==> config.mk <==
export PLATFORM = sky130hd
export DESIGN_NAME = alu_host
export DESIGN_NICKNAME = d
export VERILOG_FILES = /design/src/rtl/alu_host_pkg.sv /design/src/rtl/alu_host_wdog.sv /design/src/rtl/alu_host.sv
export SDC_FILE = /design/constraint.sdc
export NUM_CORES = 1
export LEC_CHECK = 0
export CORE_MARGIN = 4
export CORE_UTILIZATION = 35
export CTS_CLUSTER_SIZE = 10
export DETAILED_ROUTE_END_ITERATION = 10
export PLACE_DENSITY_LB_ADDON = 0.25
export SETUP_SLACK_MARGIN = 0.4
export SLEW_MARGIN = 10
export SYNTH_ARGS = -nofsm -noshare
export SYNTH_HDL_FRONTEND = slang
export SYNTH_SLANG_ARGS = --single-unit
==> constraint.sdc <==
create_clock -name clk -period 2.8 [get_ports clk]
set_clock_uncertainty 0.2 [all_clocks]
set_input_delay 0.42 -clock clk [delete_from_list [all_inputs] [get_ports clk]]
set_output_delay 0.42 -clock clk [all_outputs]
set_load 0.01 [all_outputs]
==> src/rtl/alu_host_pkg.sv <==
// -----------------------------------------------------------------------------
// alu_host_pkg
// Shared definitions for the alu_host sequencing master: ALU op codes, the
// host FSM state encoding and a helper that tells whether an operation
// returns a two-byte result on the ALU outbus.
// Optional feature macro used by the host: ALU_HOST_TIMEOUT_EN.
// -----------------------------------------------------------------------------
package alu_host_pkg;

    localparam logic [1:0] OP_ADD = 2'b00;
    localparam logic [1:0] OP_SUB = 2'b01;
    localparam logic [1:0] OP_MUL = 2'b10;
    localparam logic [1:0] OP_DIV = 2'b11;

    typedef enum logic [2:0] {
        ST_IDLE    = 3'd0,
        ST_START   = 3'd1,
        ST_SEND_A  = 3'd2,
        ST_SEND_B  = 3'd3,
        ST_WAIT    = 3'd4,
        ST_CAPT_LO = 3'd5,
        ST_RESP    = 3'd6
    } state_t;

    // MUL and DIV deliver a second byte on outbus the cycle after END.
    function automatic logic is_two_byte(input logic [1:0] op);
        return (op == OP_MUL) || (op == OP_DIV);
    endfunction

endpackage

==> src/rtl/alu_host_wdog.sv <==
// -----------------------------------------------------------------------------
// alu_host_wdog
// Loadable, clearable down-counter with an expiry flag. Used by alu_host to
// bound the time spent waiting for the ALU's END strobe (only built when
// ALU_HOST_TIMEOUT_EN is defined).
// Ports:
//   clk       in   system clock, rising edge
//   reset     in   synchronous active-high reset (count -> 0)
//   clear     in   force the count to 0
//   load      in   load load_val (has priority over dec)
//   load_val  in   CNT_W-bit reload value
//   dec       in   decrement by one, saturating at 0
//   expired   out  count is 0
// -----------------------------------------------------------------------------
module alu_host_wdog #(
    parameter int CNT_W = 7
) (
    input  logic             clk,
    input  logic             reset,
    input  logic             clear,
    input  logic             load,
    input  logic [CNT_W-1:0] load_val,
    input  logic             dec,
    output logic             expired
);

    logic [CNT_W-1:0] cnt;

    always_ff @(posedge clk) begin
        if (reset) begin
            cnt <= '0;
        end else if (clear) begin
            cnt <= '0;
        end else if (load) begin
            cnt <= load_val;
        end else if (dec && (cnt != '0)) begin
            cnt <= cnt - 1'b1;
        end
    end

    assign expired = (cnt == '0);

endmodule

==> src/rtl/alu_host.sv <==
// -----------------------------------------------------------------------------
// alu_host
// Initiator for the ALU BEGIN/END operand-bus protocol. Accepts one request
// (op, a, b) over valid/ready, sequences BEGIN/op_code/inbus into the ALU,
// waits for END, assembles a one- or two-byte result from outbus and returns
// it as a 16-bit response over valid/ready. One transaction in flight.
//
// Optional feature: ALU_HOST_TIMEOUT_EN -- watchdog that aborts WAIT after
// TIMEOUT_CYCLES cycles without END, responding with rsp_err=1, rsp_data=0.
// Without it WAIT is unbounded and rsp_err is always 0.
//
// Ports:
//   clk, reset          clock, synchronous active-high reset
//   req_valid/req_ready request handshake; req_op/req_a/req_b request fields
//   rsp_valid/rsp_ready response handshake; rsp_data result, rsp_err abort
//   alu_begin, alu_op_code, alu_inbus   drive the ALU
//   alu_outbus, alu_end                 from the ALU
// All outputs are registered.
// -----------------------------------------------------------------------------
module alu_host
    import alu_host_pkg::*;
#(
    parameter int TIMEOUT_CYCLES = 64
) (
    input  logic        clk,
    input  logic        reset,
    input  logic        req_valid,
    output logic        req_ready,
    input  logic [1:0]  req_op,
    input  logic [7:0]  req_a,
    input  logic [7:0]  req_b,
    output logic        rsp_valid,
    input  logic        rsp_ready,
    output logic [15:0] rsp_data,
    output logic        rsp_err,
    output logic        alu_begin,
    output logic [1:0]  alu_op_code,
    output logic [7:0]  alu_inbus,
    input  logic [7:0]  alu_outbus,
    input  logic        alu_end
);

    state_t      state_q;
    state_t      state_d;

    logic [1:0]  op_q;
    logic [7:0]  a_q;
    logic [7:0]  b_q;
    logic [7:0]  byte0_q;

    logic        timeout;

    logic        req_ready_d;
    logic        rsp_valid_d;
    logic [15:0] rsp_data_d;
    logic        rsp_err_d;
    logic        alu_begin_d;
    logic [1:0]  alu_op_code_d;
    logic [7:0]  alu_inbus_d;

`ifdef ALU_HOST_TIMEOUT_EN
    localparam int CNT_W = $clog2(TIMEOUT_CYCLES + 1);

    logic wdog_expired;

    // Loaded with TIMEOUT_CYCLES-1 while entering WAIT, so expiry is seen in
    // the TIMEOUT_CYCLES-th WAIT cycle.
    alu_host_wdog #(
        .CNT_W (CNT_W)
    ) u_wdog (
        .clk      (clk),
        .reset    (reset),
        .clear    (state_q == ST_RESP),
        .load     (state_q == ST_SEND_B),
        .load_val (CNT_W'(TIMEOUT_CYCLES - 1)),
        .dec      (state_q == ST_WAIT),
        .expired  (wdog_expired)
    );

    // END in the expiry cycle takes precedence over the abort.
    assign timeout = (state_q == ST_WAIT) && wdog_expired && !alu_end;
`else
    // WAIT is unbounded in this build; the parameter only keeps the
    // interface identical between builds.
    logic unused_timeout_cycles;
    assign unused_timeout_cycles = ^TIMEOUT_CYCLES;
    assign timeout = 1'b0;
`endif

    // ---- state register -----------------------------------------------------
    always_ff @(posedge clk) begin
        if (reset) begin
            state_q <= ST_IDLE;
        end else begin
            state_q <= state_d;
        end
    end

    // Request fields and first result byte carry no reset: they are only
    // consumed in states reached after being written.
    always_ff @(posedge clk) begin
        if ((state_q == ST_IDLE) && req_valid) begin
            op_q <= req_op;
            a_q  <= req_a;
            b_q  <= req_b;
        end
        if ((state_q == ST_WAIT) && alu_end) begin
            byte0_q <= alu_outbus;
        end
    end

    // ---- next-state logic ---------------------------------------------------
    always_comb begin
        state_d = state_q;
        case (state_q)
            ST_IDLE:    if (req_valid) state_d = ST_START;
            ST_START:   state_d = ST_SEND_A;
            ST_SEND_A:  state_d = ST_SEND_B;
            ST_SEND_B:  state_d = ST_WAIT;
            ST_WAIT: begin
                if (alu_end) begin
                    state_d = is_two_byte(op_q) ? ST_CAPT_LO : ST_RESP;
                end else if (timeout) begin
                    state_d = ST_RESP;
                end
            end
            ST_CAPT_LO: state_d = ST_RESP;
            ST_RESP:    if (rsp_ready) state_d = ST_IDLE;
            default:    state_d = ST_IDLE;
        endcase
    end

    // ---- output logic (decoded from next state, then registered) ------------
    always_comb begin
        req_ready_d   = (state_d == ST_IDLE);
        rsp_valid_d   = (state_d == ST_RESP);
        alu_begin_d   = (state_d == ST_START) || (state_d == ST_SEND_A);
        alu_inbus_d   = 8'h00;
        alu_op_code_d = 2'b00;
        rsp_data_d    = rsp_data;
        rsp_err_d     = rsp_err;

        case (state_d)
            ST_SEND_A: alu_inbus_d = a_q;
            ST_SEND_B: alu_inbus_d = b_q;
            default:   alu_inbus_d = 8'h00;
        endcase

        // The op register is written on the same edge that enters START, so
        // the live request op is forwarded for that first cycle.
        case (state_d)
            ST_START, ST_SEND_A, ST_SEND_B, ST_WAIT, ST_CAPT_LO:
                alu_op_code_d = (state_q == ST_IDLE) ? req_op : op_q;
            default:
                alu_op_code_d = 2'b00;
        endcase

        // Result is latched only on entry to RESP and held there.
        if ((state_d == ST_RESP) && (state_q == ST_WAIT)) begin
            rsp_data_d = timeout ? 16'h0000 : {8'h00, alu_outbus};
            rsp_err_d  = timeout;
        end else if ((state_d == ST_RESP) && (state_q == ST_CAPT_LO)) begin
            rsp_data_d = {byte0_q, alu_outbus};
            rsp_err_d  = 1'b0;
        end
    end

    always_ff @(posedge clk) begin
        if (reset) begin
            req_ready   <= 1'b1;
            rsp_valid   <= 1'b0;
            rsp_data    <= 16'h0000;
            rsp_err     <= 1'b0;
            alu_begin   <= 1'b0;
            alu_op_code <= 2'b00;
            alu_inbus   <= 8'h00;
        end else begin
            req_ready   <= req_ready_d;
            rsp_valid   <= rsp_valid_d;
            rsp_data    <= rsp_data_d;
            rsp_err     <= rsp_err_d;
            alu_begin   <= alu_begin_d;
            alu_op_code <= alu_op_code_d;
            alu_inbus   <= alu_inbus_d;
        end
    end

endmodule

==> results.py <==
metrics = {
    "setup_path": {
        "worstPathRequired_ns": 2.85,
        "rr_worst_depth": 4,
        "worst-path-max-fanout": 14,
        "rr_endpoint": "rsp_data[9]",
        "start_kind": "flip-flop",
        "critPathKind": "flip-flop to flip-flop",
        "cp_slowest_cell": "dfxtp_1",
        "critPathMaxStageDelay_ns": 0.64,
        "critPathTopFamily": "flip-flops",
        "worstSetupEndpointType": "flip-flop",
        "worstReg2RegStart": "state_q[1]",
        "path_cells": "nor2_1 -> and3_1 -> a21o_2 -> a21oi_1",
        "cp_num_buf_inv": 0,
        "cp.arrival_ns": 1.97,
        "rrSetupSlack_ns": 0.89,
    },
    "timing": {
        "hold_viol": 0,
        "final.setup.tns_ns": 0,
        "max_freq_mhz": 523,
        "hold_ws_ns": 0.253,
        "setup_viol": 0,
        "grt_setup_unrepaired": "no",
        "worst_slew_pin_slew_ns": 0.610,
        "relSlewSlack": 0.592,
        "drv_slew": 0,
        "fin_crit_ns": 1.91,
        "post-route-period-util": 0.683,
        "setup_slack_ns": 0.889,
    },
    "synth": {
        "yosys_warnings": 0,
        "synth_seq_area_share": 0.681,
        "ys_ff_latch": 58,
        "syn_area_per_cell_um2": 12.7,
        "netlist_instances": 164,
        "synth_area_um2": 2090,
        "async_flop_share": 0,
        "synth_flop_cell": "dfxtp_1",
        "synth_cell_types": 31,
        "synth-edff-count": 26,
        "syn_nets": 195,
    },
    "power": {
        "p_leak_nw": 1.08,
        "power_density_nw_per_um2": 643,
        "ir_worst_vdd_v": 0.000357,
    },
    "cells_and_area": {
        "diodes": 0,
        "syn2layout_area_growth_pct": 39.9,
        "final_cell_mix": "59 x clkdlybuf4s50_1, 32 x dfxtp_1, 26 x edfxtp_1",
        "drive_gt1_frac": 0.107,
        "nNetsFinal": 259,
        "n_fill_cell": 495,
        "final_common_cell": "clkdlybuf4s50_1",
    },
    "floorplan": {
        "num_rows": 27,
        "die_h_um": 85.2,
        "core_area_um2": 5640,
        "num_io_pins": 61,
        "start_util": 0.370,
        "die-area_um2": 7260,
        "die_x_um": 85.2,
    },
    "cts": {
        "hold_buffers": 0,
        "clock_sinks": 58,
        "clock-root-buffer": "clkbuf_8",
        "post_cts_resize_count": 0,
        "cts_tree": "yes",
        "clk_pin_slew_ns": 0.06,
        "insertion_delay_ns": 0.32,
        "cts_buffer_depth": 2,
        "postCtsSetupRepairBufs": 0,
        "htree_num_levels": 3,
        "cts_made_buffers": 9,
    },
    "global_routing": {
        "grt_pass1_vias": 1391,
        "grt_overflow": 0,
        "grt_max_degree": 19,
        "grt_antenna_before_repair": 0,
        "grt_pass1_wl_mm": 6.70,
        "grt_usage": 0.120,
    },
    "place": {
        "place_ws_ns": 0.714,
        "dp_hpwl_mm": 2.96,
        "io_buffers": 59,
        "gp_congestion": 0.835,
    },
    "drt": {
        "ant_nets": 0,
        "drtIter0Drc": 99,
        "vias_per_cell": 4.73,
        "routed_wl_mm": 4.09,
        "wire_per_inst_um": 13.4,
        "via_count": 1443,
        "first_pass_iters": 4,
        "drc_errors": 0,
    },
    "worst_hold_path": {
        "worstHoldStart": "rsp_data[11]",
        "hold_depth": 2,
        "hold_path.class": "flip-flop to flip-flop",
        "hold_end": "rsp_data[11]",
    },
    "flow_run": {
        "drv_cap": 0,
    },
    "run_status": {
        "outcome": "complete, no violations",
    },
}
tightest hold or removal path, stage by stage, from the launching register on:
cell and delay (ns):
dfxtp_1 0.31, nand2_1 0.05, a21oi_1 0.05
cell families (layout without fill, tap and decap cells):
| kind of cell | count (synthesis) | in the layout | share of synthesized area |
|---|---|---|---|
| flip-flops | 58 | 58 | 0.681 |
| AND/OR/NAND/NOR | 54 | 54 | 0.119 |
| AO/OA/AOI/OAI | 30 | 30 | 0.120 |
| buffers and inverters | 11 | 80 | 0.0306 |
| multiplexers | 10 | 10 | 0.0480 |
| other | 1 | 1 | 0.00180 |
cell usage after synthesis (2+ instances only):
cell type | number | area (um2)
nand2_1 | 11 | 41.3
nor2_1 | 20 | 75.1
clkbuf_1 | 3 | 11.3
nor2b_1 | 4 | 25.0
nor3_1 | 4 | 20.0
edfxtp_1 | 26 | 781
mux2i_1 | 10 | 100
dfxtp_1 | 32 | 641
buf_2 | 3 | 15.0
o21a_1 | 2 | 15.0
nand3_1 | 8 | 40.0
a21oi_1 | 12 | 60.1
nand3b_1 | 2 | 15.0
a22oi_1 | 8 | 60.1
buf_4 | 3 | 22.5
per-stage QoR:
step	area [um2]	cells	total power, mW	utilization
final	2920	305	1.88	0.518
after global routing	2920	305	1.97	0.518
after CTS	2920	305	1.91	0.518
after detailed placement	2740	289	1.21	0.485
after global placement	2740	289	1.21	0.485
after floorplan	2090	164	1.10	-
power by group:
group          internal (mW)  switching [mW]  total (mW)
combinational          0.119           0.105       0.224
sequential             0.942          0.0266       0.968
clock                  0.391           0.293       0.684
area by class of cell:
class,count,area [um2],area share
flip-flops and latches,58,1420,0.487
repair buffers,63,621,0.213
multi-input cells,95,602,0.206
clock buffers,14,173,0.0591
well taps,72,90.1,0.0308
clock inverters,2,10.0,0.00343
inverters,1,3.75,0.00129
state kept, by name, indices dropped and copies added, names as in the netlist:
name	count
rsp_data	16
a_q	8
alu_inbus	8
b_q	8
byte0_q	8
state_q	3
alu_op_code	2
op_q	2
alu_begin	1
req_ready	1
rsp_valid	1
how the worst max path moves through the flow:
stage | start | to | slack, ns | cells after the start
final | state_q[1] | rsp_data[9] | 0.89 | 4
after global routing | state_q[1] | rsp_data[9] | 0.73 | 4
after CTS | state_q[1] | rsp_data[9] | 0.89 | 4
after detailed placement | alu_end | alu_op_code[1] | 0.71 | 5
after global placement | alu_end | rsp_data[15] | 0.78 | 4
after floorplan | state_q[2] | a_q[0] | 0.84 | 3
layer usage:
| metal | global-route usage | part of all wire | vias up |
|---|---|---|---|
| met1 | 0.139 | 0.42 | 670 |
| met5 | 0 | 0 | - |
| met2 | 0.186 | 0.49 | 59 |
| li1 | - | - | 712 |
| met4 | 0.0432 | 0.0046 | 0 |
| met3 | 0.0680 | 0.083 | 2 |
Power figures use the tool's default switching activity.
